[config.mk]
export PLATFORM = sky130hd
export DESIGN_NAME = ram8_fifo_ctrl
export DESIGN_NICKNAME = d
export VERILOG_FILES = /design/src/rtl/ram8_fifo_ctrl_pkg.sv /design/src/rtl/ram8_fifo_ctrl_wrap_ptr.sv /design/src/rtl/ram8_fifo_ctrl.sv
export SDC_FILE = /design/constraint.sdc
export NUM_CORES = 1
export LEC_CHECK = 0
export ABC_AREA = 0
export CORE_MARGIN = 3
export CORE_UTILIZATION = 36
export CTS_BUF_LIST = sky130_fd_sc_hd__clkbuf_16
export CTS_CLUSTER_DIAMETER = 120
export CTS_CLUSTER_SIZE = 12
export DETAILED_ROUTE_END_ITERATION = 7
export HOLD_SLACK_MARGIN = 0.06
export PLACE_DENSITY = 0.8
export SLEW_MARGIN = 10
export SYNTH_ARGS = -nofsm -noshare
export SYNTH_HDL_FRONTEND = slang
export SYNTH_HIERARCHICAL = 1
export SYNTH_SLANG_ARGS = --single-unit
[constraint.sdc]
create_clock -name clk -period 2.17 [get_ports clk]
set_input_delay 0.217 -clock clk [delete_from_list [all_inputs] [get_ports clk]]
set_output_delay 0.217 -clock clk [all_outputs]
set_load 0.03 [all_outputs]
[src/rtl/ram8_fifo_ctrl_pkg.sv]
// ---------------------------------------------------------------------------
// ram8_fifo_ctrl_pkg
// Shared definitions for the RAM-backed FIFO controller:
//   DATA_W_DEFAULT  default word width (matches the external RAM data width)
//   ADDR_W_DEFAULT  default RAM address width (RAM depth = 2**ADDR_W)
//   ramOp_e         the one RAM operation selected each cycle
// ---------------------------------------------------------------------------
package ram8_fifo_ctrl_pkg;

   localparam int DATA_W_DEFAULT = 16;
   localparam int ADDR_W_DEFAULT = 3;

   typedef enum logic [1:0] {
      OP_IDLE  = 2'd0,
      OP_WRITE = 2'd1,
      OP_READ  = 2'd2
   } ramOp_e;

endpackage

[src/rtl/ram8_fifo_ctrl_wrap_ptr.sv]
// ---------------------------------------------------------------------------
// ram8_fifo_ctrl_wrap_ptr
// ADDR_W-bit modulo counter used for the FIFO read and write pointers.
// It rolls from 2**ADDR_W-1 back to 0 on its own, so no compare is needed.
// Ports:
//   clk    rising-edge clock
//   reset  asynchronous, active-low reset (pointer to 0)
//   clear  synchronous clear (pointer to 0), wins over inc
//   inc    advance the pointer by one at the next edge
//   ptr    current pointer value
// ---------------------------------------------------------------------------
module ram8_fifo_ctrl_wrap_ptr
   import ram8_fifo_ctrl_pkg::*;
#(
   parameter int ADDR_W = ADDR_W_DEFAULT
) (
   input  logic              clk,
   input  logic              reset,
   input  logic              clear,
   input  logic              inc,
   output logic [ADDR_W-1:0] ptr
);

   logic [ADDR_W-1:0] ptrQ;

   // The pointer register. Clear beats increment so that a flush issued in the
   // same cycle as a RAM access leaves the pointer at zero. Natural binary
   // overflow gives the modulo-DEPTH wrap for free.
   always_ff @(posedge clk or negedge reset) begin
      if (!reset) begin
         ptrQ <= '0;
      end else if (clear) begin
         ptrQ <= '0;
      end else if (inc) begin
         ptrQ <= ptrQ + 1'b1;
      end
   end

   assign ptr = ptrQ;

endmodule

[src/rtl/ram8_fifo_ctrl.sv]
// ---------------------------------------------------------------------------
// ram8_fifo_ctrl
// Turns an external single-port RAM (combinational read, clocked write on
// mem_load) into a FIFO with valid/ready on both sides. Every word goes
// through the RAM; one output holding register (out_data/out_valid) adds one
// more entry, so the FIFO holds up to DEPTH+1 words.
// Ports:
//   clk, reset       clock, asynchronous active-low reset
//   clear            synchronous flush of RAM contents and held word
//   in_data/valid    push side, accepted when in_valid && in_ready
//   in_ready
//   out_data/valid   pop side (registered), accepted when
//   out_ready        out_valid && out_ready
//   mem_addr/in/load RAM address, write data, write enable
//   mem_out          RAM combinational read data for mem_addr
//   level            words held: RAM count plus the held output word
// ---------------------------------------------------------------------------
module ram8_fifo_ctrl
   import ram8_fifo_ctrl_pkg::*;
#(
   parameter int DATA_W = DATA_W_DEFAULT,
   parameter int ADDR_W = ADDR_W_DEFAULT
) (
   input  logic              clk,
   input  logic              reset,
   input  logic              clear,
   input  logic [DATA_W-1:0] in_data,
   input  logic              in_valid,
   output logic              in_ready,
   output logic [DATA_W-1:0] out_data,
   output logic              out_valid,
   input  logic              out_ready,
   output logic [ADDR_W-1:0] mem_addr,
   output logic [DATA_W-1:0] mem_in,
   output logic              mem_load,
   input  logic [DATA_W-1:0] mem_out,
   output logic [ADDR_W:0]   level
);

   localparam logic [ADDR_W:0] DEPTH_CNT = {1'b1, {ADDR_W{1'b0}}};

   ramOp_e            opSel;
   logic [ADDR_W:0]   memCntQ;
   logic              outValidQ;
   logic [DATA_W-1:0] outDataQ;
   logic [ADDR_W-1:0] wrPtr;
   logic [ADDR_W-1:0] rdPtr;
   logic              wrInc;
   logic              rdInc;
   logic              ramHasWord;
   logic              ramHasRoom;
   logic              popNow;

   assign ramHasWord = (memCntQ != '0);
   assign ramHasRoom = (memCntQ < DEPTH_CNT);
   assign popNow     = outValidQ && out_ready;

   // Pick the single RAM operation for this cycle. Refilling the output
   // register has priority over accepting a push: once a word sits in the RAM
   // and the holding register is free (or being popped), we read it out. Only
   // when no refill is needed does the port go to the producer. With nothing
   // to do the address rests on the read pointer.
   always_comb begin
      opSel    = OP_IDLE;
      mem_addr = rdPtr;
      if (ramHasWord && (!outValidQ || out_ready)) begin
         opSel    = OP_READ;
         mem_addr = rdPtr;
      end else if (in_valid && ramHasRoom) begin
         opSel    = OP_WRITE;
         mem_addr = wrPtr;
      end
   end

   // Handshake and write enable. Both are gated by reset and clear so that no
   // word is accepted or written into the RAM during a reset or flush cycle.
   // The producer can only be ready when the port is not taken by a refill.
   always_comb begin
      in_ready = reset && !clear && (opSel != OP_READ) && ramHasRoom;
      mem_load = reset && !clear && (opSel == OP_WRITE);
   end

   assign wrInc = (opSel == OP_WRITE) && !clear;
   assign rdInc = (opSel == OP_READ) && !clear;

   ram8_fifo_ctrl_wrap_ptr #(
      .ADDR_W (ADDR_W)
   ) uWrPtr (
      .clk   (clk),
      .reset (reset),
      .clear (clear),
      .inc   (wrInc),
      .ptr   (wrPtr)
   );

   ram8_fifo_ctrl_wrap_ptr #(
      .ADDR_W (ADDR_W)
   ) uRdPtr (
      .clk   (clk),
      .reset (reset),
      .clear (clear),
      .inc   (rdInc),
      .ptr   (rdPtr)
   );

   // RAM occupancy and the output holding register. A READ moves the RAM head
   // into the holding register (replacing any word being popped at the same
   // edge). A WRITE grows the RAM count; since a WRITE only happens when no
   // refill was possible, a pop in that cycle simply empties the holding
   // register. A flush empties everything but leaves the last out_data value
   // in place, it just stops being valid.
   always_ff @(posedge clk or negedge reset) begin
      if (!reset) begin
         memCntQ   <= '0;
         outValidQ <= 1'b0;
         outDataQ  <= '0;
      end else if (clear) begin
         memCntQ   <= '0;
         outValidQ <= 1'b0;
      end else begin
         case (opSel)
            OP_READ: begin
               outDataQ  <= mem_out;
               outValidQ <= 1'b1;
               memCntQ   <= memCntQ - 1'b1;
            end
            OP_WRITE: begin
               memCntQ <= memCntQ + 1'b1;
               if (popNow) begin
                  outValidQ <= 1'b0;
               end
            end
            default: begin
               if (popNow) begin
                  outValidQ <= 1'b0;
               end
            end
         endcase
      end
   end

   assign out_data  = outDataQ;
   assign out_valid = outValidQ;
   assign mem_in    = in_data;
   assign level     = memCntQ + {{ADDR_W{1'b0}}, outValidQ};

endmodule

## Yosys cells after proc, flatten, opt, wreduce, memory -nomap -nowiden

Index checks and enable logic that the tools add are counted.

- Add/subtract/negate cells: 5
- Magnitude comparators: 1
- Mux-type cells: 13
- Reduce and logical (&&, ||, !) cells: 18
- Bitwise gates (word level): 1
- Equal/unequal tests: 3

Operators by type and width:

| operator | number |
|---|---|
| $mux 3 | 6 |
| $logic_and 1x1->1 | 9 |
| $pmux 4 s2 | 1 |
| $add 3x1->3 const B | 2 |
| $reduce_bool 3->1 | 2 |
| $add 4x1->4 | 1 |
| $add 4x1->4 const B | 1 |
| $lt 4x4->1 const B | 1 |
| $mux 1 | 4 |
| $mux 4 | 1 |
| $reduce_bool 2->1 | 2 |
| $reduce_bool 4->1 | 1 |
| $sub 4x1->4 const B | 1 |
| $eq 2x1->1 const B | 1 |
| $eq 2x2->1 const B | 1 |
| $logic_not 1->1 | 2 |
| $mux 2 | 1 |
| $ne 2x2->1 const B | 1 |
| $reduce_and 2->1 | 1 |
| $logic_or 1x1->1 | 1 |
| $not 1->1 | 1 |

- Input bits: 37
- Flip-flop bits (word level): 27
- Output and inout bits: 42
- Word-level logic and storage cells: 46

## Logic depth before layout (Yosys ltp)

- Depth in word-level cells: 8
- Mapped depth: 10
- Mapped depth without buffers: 8

## Cells and area by module

Netlist, hierarchy kept.

Modules (own cells, without submodules):

| module | seq. area each (um^2) | area an instance (um^2) | cells an instance | times used |
|---|---|---|---|---|
| ram8_fifo_ctrl | 525.5 | 1,258.7 | 98 | 1 |
| ram8_fifo_ctrl_wrap_ptr | 75.1 | 136.4 | 11 | 2 |

## Worst setup path before layout

No wires, ideal clock.

- Kind: register to register
- Start point: register outValidQ, in the netlist out_valid
- End point: register memCntQ[3]
- Setup time: 0.077 ns
- Cell stages (with the launch flop): 10
- Path slack: 0.023 ns
- Arrival: 2.070 ns
- Required time: 2.093 ns
- Buffers on the path: 1
- Clock period less this slack: 2.147 ns
- Path through: dfrtp_1 -> nor2b_1 -> or2_1 -> buf_6 -> nand3b_4 -> ha_1 -> a21oi_1 -> nor2b_1 -> o41a_1 -> a21oi_1

- Word-level cells in the longest chain between the ends: 7
- Elaborated cells on any way between the ends: 9
- Those cells by class: eq/ne (2); mux (3); reduce/logical (4)

RTL lines:

| what | RTL line | RTL |
|---|---|---|
| start, declared | ram8_fifo_ctrl.sv:44 | `logic outValidQ;` |
| start signal, assigned | ram8_fifo_ctrl.sv:115 | `outValidQ <= 1'b0;` |
| start signal, assigned | ram8_fifo_ctrl.sv:119 | `outValidQ <= 1'b0;` |
| start signal, assigned | ram8_fifo_ctrl.sv:124 | `outValidQ <= 1'b1;` |
| $logic_not 1->1 * | ram8_fifo_ctrl.sv:66 | `if (ramHasWord && (!outValidQ \|\| out_ready)) begin` |
| $logic_or 1x1->1 * | ram8_fifo_ctrl.sv:66 |  |
| $logic_and 1x1->1 * | ram8_fifo_ctrl.sv:66 |  |
| $mux 2 * | ram8_fifo_ctrl.sv:66 |  |
| $eq 2x1->1 or $eq 2x2->1 (tied branches) | ram8_fifo_ctrl.sv:121 | `case (opSel)` |
| $pmux 4 s2 | ram8_fifo_ctrl.sv:121 |  |
| $mux 4 | ram8_fifo_ctrl.sv:117 | `end else if (clear) begin` |
| end signal, assigned | ram8_fifo_ctrl.sv:125 | `memCntQ <= memCntQ - 1'b1;` |
| end signal, assigned | ram8_fifo_ctrl.sv:128 | `memCntQ <= memCntQ + 1'b1;` |
| end, declared | ram8_fifo_ctrl.sv:43 | `logic [ADDR_W:0] memCntQ;` |

Mark *: on every way between the ends. The rest lies on a longest branch, timed or not.
A chain may end at the register's enable or synchronous reset.

## Worst setup path in the final report

- Start point: register memCntQ[0]
- End point: register memCntQ[3]

- Word-level cells in the longest chain between the ends: 7
- Elaborated cells on any way between the ends: 13
- Those cells by class: add/sub (2); order compare (1); eq/ne (2); mux (4); reduce/logical (4)

RTL lines:

| what | RTL line | RTL |
|---|---|---|
| $lt 4x4->1 | ram8_fifo_ctrl.sv:55 | `assign ramHasRoom = (memCntQ < DEPTH_CNT);` |
| $logic_and 1x1->1 | ram8_fifo_ctrl.sv:69 | `end else if (in_valid && ramHasRoom) begin` |
| $mux 1 | ram8_fifo_ctrl.sv:69 |  |
| $mux 2 | ram8_fifo_ctrl.sv:66 |  |
| $eq 2x1->1 or $eq 2x2->1 (tied branches) | ram8_fifo_ctrl.sv:121 |  |
| $pmux 4 s2 | ram8_fifo_ctrl.sv:121 |  |
| $mux 4 | ram8_fifo_ctrl.sv:117 |  |

Several ways; a longest one is shown, not always the timed one.

==> results.yml <==
status:
  status: "finished, final reports clean"
sta:
  rsz0062_at_grt: "false"
  max_slew_margin_pct: 71.92
  finalHoldViolCount: 0
  whs_ns: 0.3836
  period_minus_slack_ns: 2.039
  post-route-period-util_pct: 93.97
  slew_violations: 0
  worst_pin_slew_ns: 0.4199
  fmax_mhz: 490.4
  setup_viol_count_final: 0
  finClkSkew_ns: 0.006247
setup_path:
  ff2ff_path_depth: 8
  cp_max_fo: 8
  required_ns: 2.35
  start_kind: "flip-flop"
  end_kind: "flip-flop"
  crit_type: "flip-flop to flip-flop"
  arrival_ns: 2.22
detailed_routing:
  drc: 0
  totalWireLength_um: 2900
  post_drt_wl_per_cell_um: 13.94
  detail-route-antenna-nets: 0
  routed-via-count: 983
  dr.pass1.iters: 3
  viasPerCell: 4.726
  drt_iter0_markers: 44
clock_tree:
  clock_sinks: 27
  ctsHoldBuffers: 0
  clockBufferDepth: 2
  numCtsBuffers: 3
  cts_setup_buffers: 0
  cts-root-buf: "clkbuf_16"
  ctsResizeCount: 2
  cts_tree: "yes"
  htreeDepth: 1
  clk_latency_ns: 0.26
  path_clk_slew_ns: 0.07
synth:
  synth_top_area_share_pct: 44.12
  synth-edff-count: 0
  netlist_instances: 120
  synth_flop_cell: "dfrtp_1"
  mappedNetlistNets: 164
  async_flop_share_pct: 100.0
  synth_common_cells: "27 x dfrtp_1, 16 x buf_4, 10 x mux2_2"
  ys_ff_latch: 27
  postSynthAreaPerCell_um2: 12.76
  synth.most_common_cell: "dfrtp_1"
  synthDominantAreaCellType: "dfrtp_1"
  ys_seq_area_share_pct: 44.12
  yosys-top-cells-area: "dfrtp_1 44%, mux2_4 8.8%, buf_4 7.8%"
  yosys_warnings: 6
  syn-cell-area_um2: 1531
  ys_types: 30
die:
  ios: 79
  rows: 23
  core_area_um2: 4058
  die_area_um2: 5073
  fp.dieW_um: 71.23
  start_util_pct: 37.74
  die_h_um: 71.23
global_route:
  grt_pass1_vias: 1120
  grt_usage_pct: 12.47
  grt-ovfl-total: 0
  antenna_found_initial: 0
  grt_max_degree: 28
  grt_pass1_wl_um: 5168
min_path:
  min_path_type: "primary input to async pin"
cells_and_area:
  diodes: 0
  area_growth_pct: 31.05
  final_cells: 208
  ff_latch_area_um2: 675.6
  fillers: 343
  multiInputGateArea_um2: 663.1
  drive_gt1_share_pct: 25.95
  fin_nets: 203
  post-route-util_pct: 49.46
placement:
  dpl.hpwl_um: 2278
  io_buffers: 46
  placedCellCount: 204
  place.gp.congestion: 0.8050
power_and_ir_drop:
  p_per_area_nw_per_um2: 1529
  power_mw: 3.069
  peakVddDrop_mv: 0.7723
  p_leak_nw: 0.9341
flow_run:
  drv_cap: 0
placed cells by master (no fill, tap or decap), types with 2 or more instances in the layout:
master | synthesis | routed
mux2_4 | 9 | 9
nor2_1 | 9 | 9
clkbuf_16 | 0 | 3
dlygate4sd2_1 | 0 | 2
o22ai_1 | 2 | 2
ha_1 | 6 | 6
mux2i_1 | 3 | 3
a21bo_2 | 2 | 2
clkdlybuf4s50_1 | 0 | 38
nand3b_1 | 2 | 2
mux2_2 | 10 | 10
nor2b_1 | 2 | 2
buf_4 | 16 | 13
dfrtp_1 | 27 | 27
inv_1 | 5 | 6
xnor2_1 | 5 | 5
a21oi_1 | 5 | 5
worst max-delay path, cell delays in order, from the launching register on:
cell and delay, ns:
dfrtp_1 0.41, nor4_4 0.29, or2_4 0.17, nand3b_4 0.12, ha_1 0.30, a21oi_1 0.15
nor2b_1 0.07, o41a_1 0.30, a21oi_1 0.14
flip-flops by register name (all words and copies together) (netlist names):
name        cells
uWrPtr/ptr      3
out_data       16
out_valid       1
uRdPtr/ptr      3
memCntQ         4
per-stage QoR:
step	instance area [µm²]	worst slack, ns	TNS, ns
global route	2007	0.01282	0
finish	2007	0.1309	0
CTS	2002	0.01380	0
global placement	1926	0.09595	0
floorplan	1531	0.02296	0
detailed placement	1926	-0.009025	-0.009025
routing by layer:
| metal | part of all wire, % | up-vias | GRT usage (%) |
|---|---|---|---|
| met5 | 0 | - | 0 |
| met2 | 47 | 46 | 20.31 |
| met3 | 10 | 6 | 4.769 |
| met1 | 41 | 463 | 15.35 |
| met4 | 1.1 | 0 | 3.758 |
| li1 | - | 468 | - |
power breakdown:
part | internal (mW) | switching, mW
clock | 0.246 | 0.159
sequential | 0.711 | 0.147
combinational | 0.881 | 0.925
total | 1.84 | 1.23
worst paths after layout:
path	from	to	slack, ns
max	memCntQ[0]$_DFFE_PN0P_	memCntQ[3]$_DFFE_PN0P_	0.13
min	reset	uRdPtr/ptr[1]$_DFFE_PN0P_	0.38
max reg2reg	memCntQ[0]$_DFFE_PN0P_	memCntQ[3]$_DFFE_PN0P_	0.13
min reg2reg	out_data[12]$_DFFE_PN0P_	out_data[12]$_DFFE_PN0P_	0.50
max in group asynchronous	reset	out_data[12]$_DFFE_PN0P_	1.53
min in group clk	in_data[2]	mem_in[2]	0.43
area by class of cell:
| type | count | area share, % |
|---|---|---|
| well taps | 50 | 3.117 |
| clock buffers | 3 | 3.741 |
| clock inverters | 1 | 0.1870 |
| inverters | 5 | 0.9352 |
| multi-input cells | 68 | 33.04 |
| flip-flops and latches | 27 | 33.67 |
| repair buffers | 54 | 25.31 |
kinds of logic (layout without fill, tap and decap cells):
logic type | count (synthesis) | count (layout) | synth area share [%]
buffers and inverters | 25 | 63 | 12.75
adders and majority gates | 7 | 7 | 6.209
AOI/OAI and AO/OA | 12 | 12 | 5.474
muxes | 22 | 22 | 18.14
xor gates and xnor gates | 6 | 6 | 3.431
and+or+nand+nor | 21 | 21 | 9.885
DFF | 27 | 27 | 44.12
Note: power is estimated with default switching activity, not from simulation.
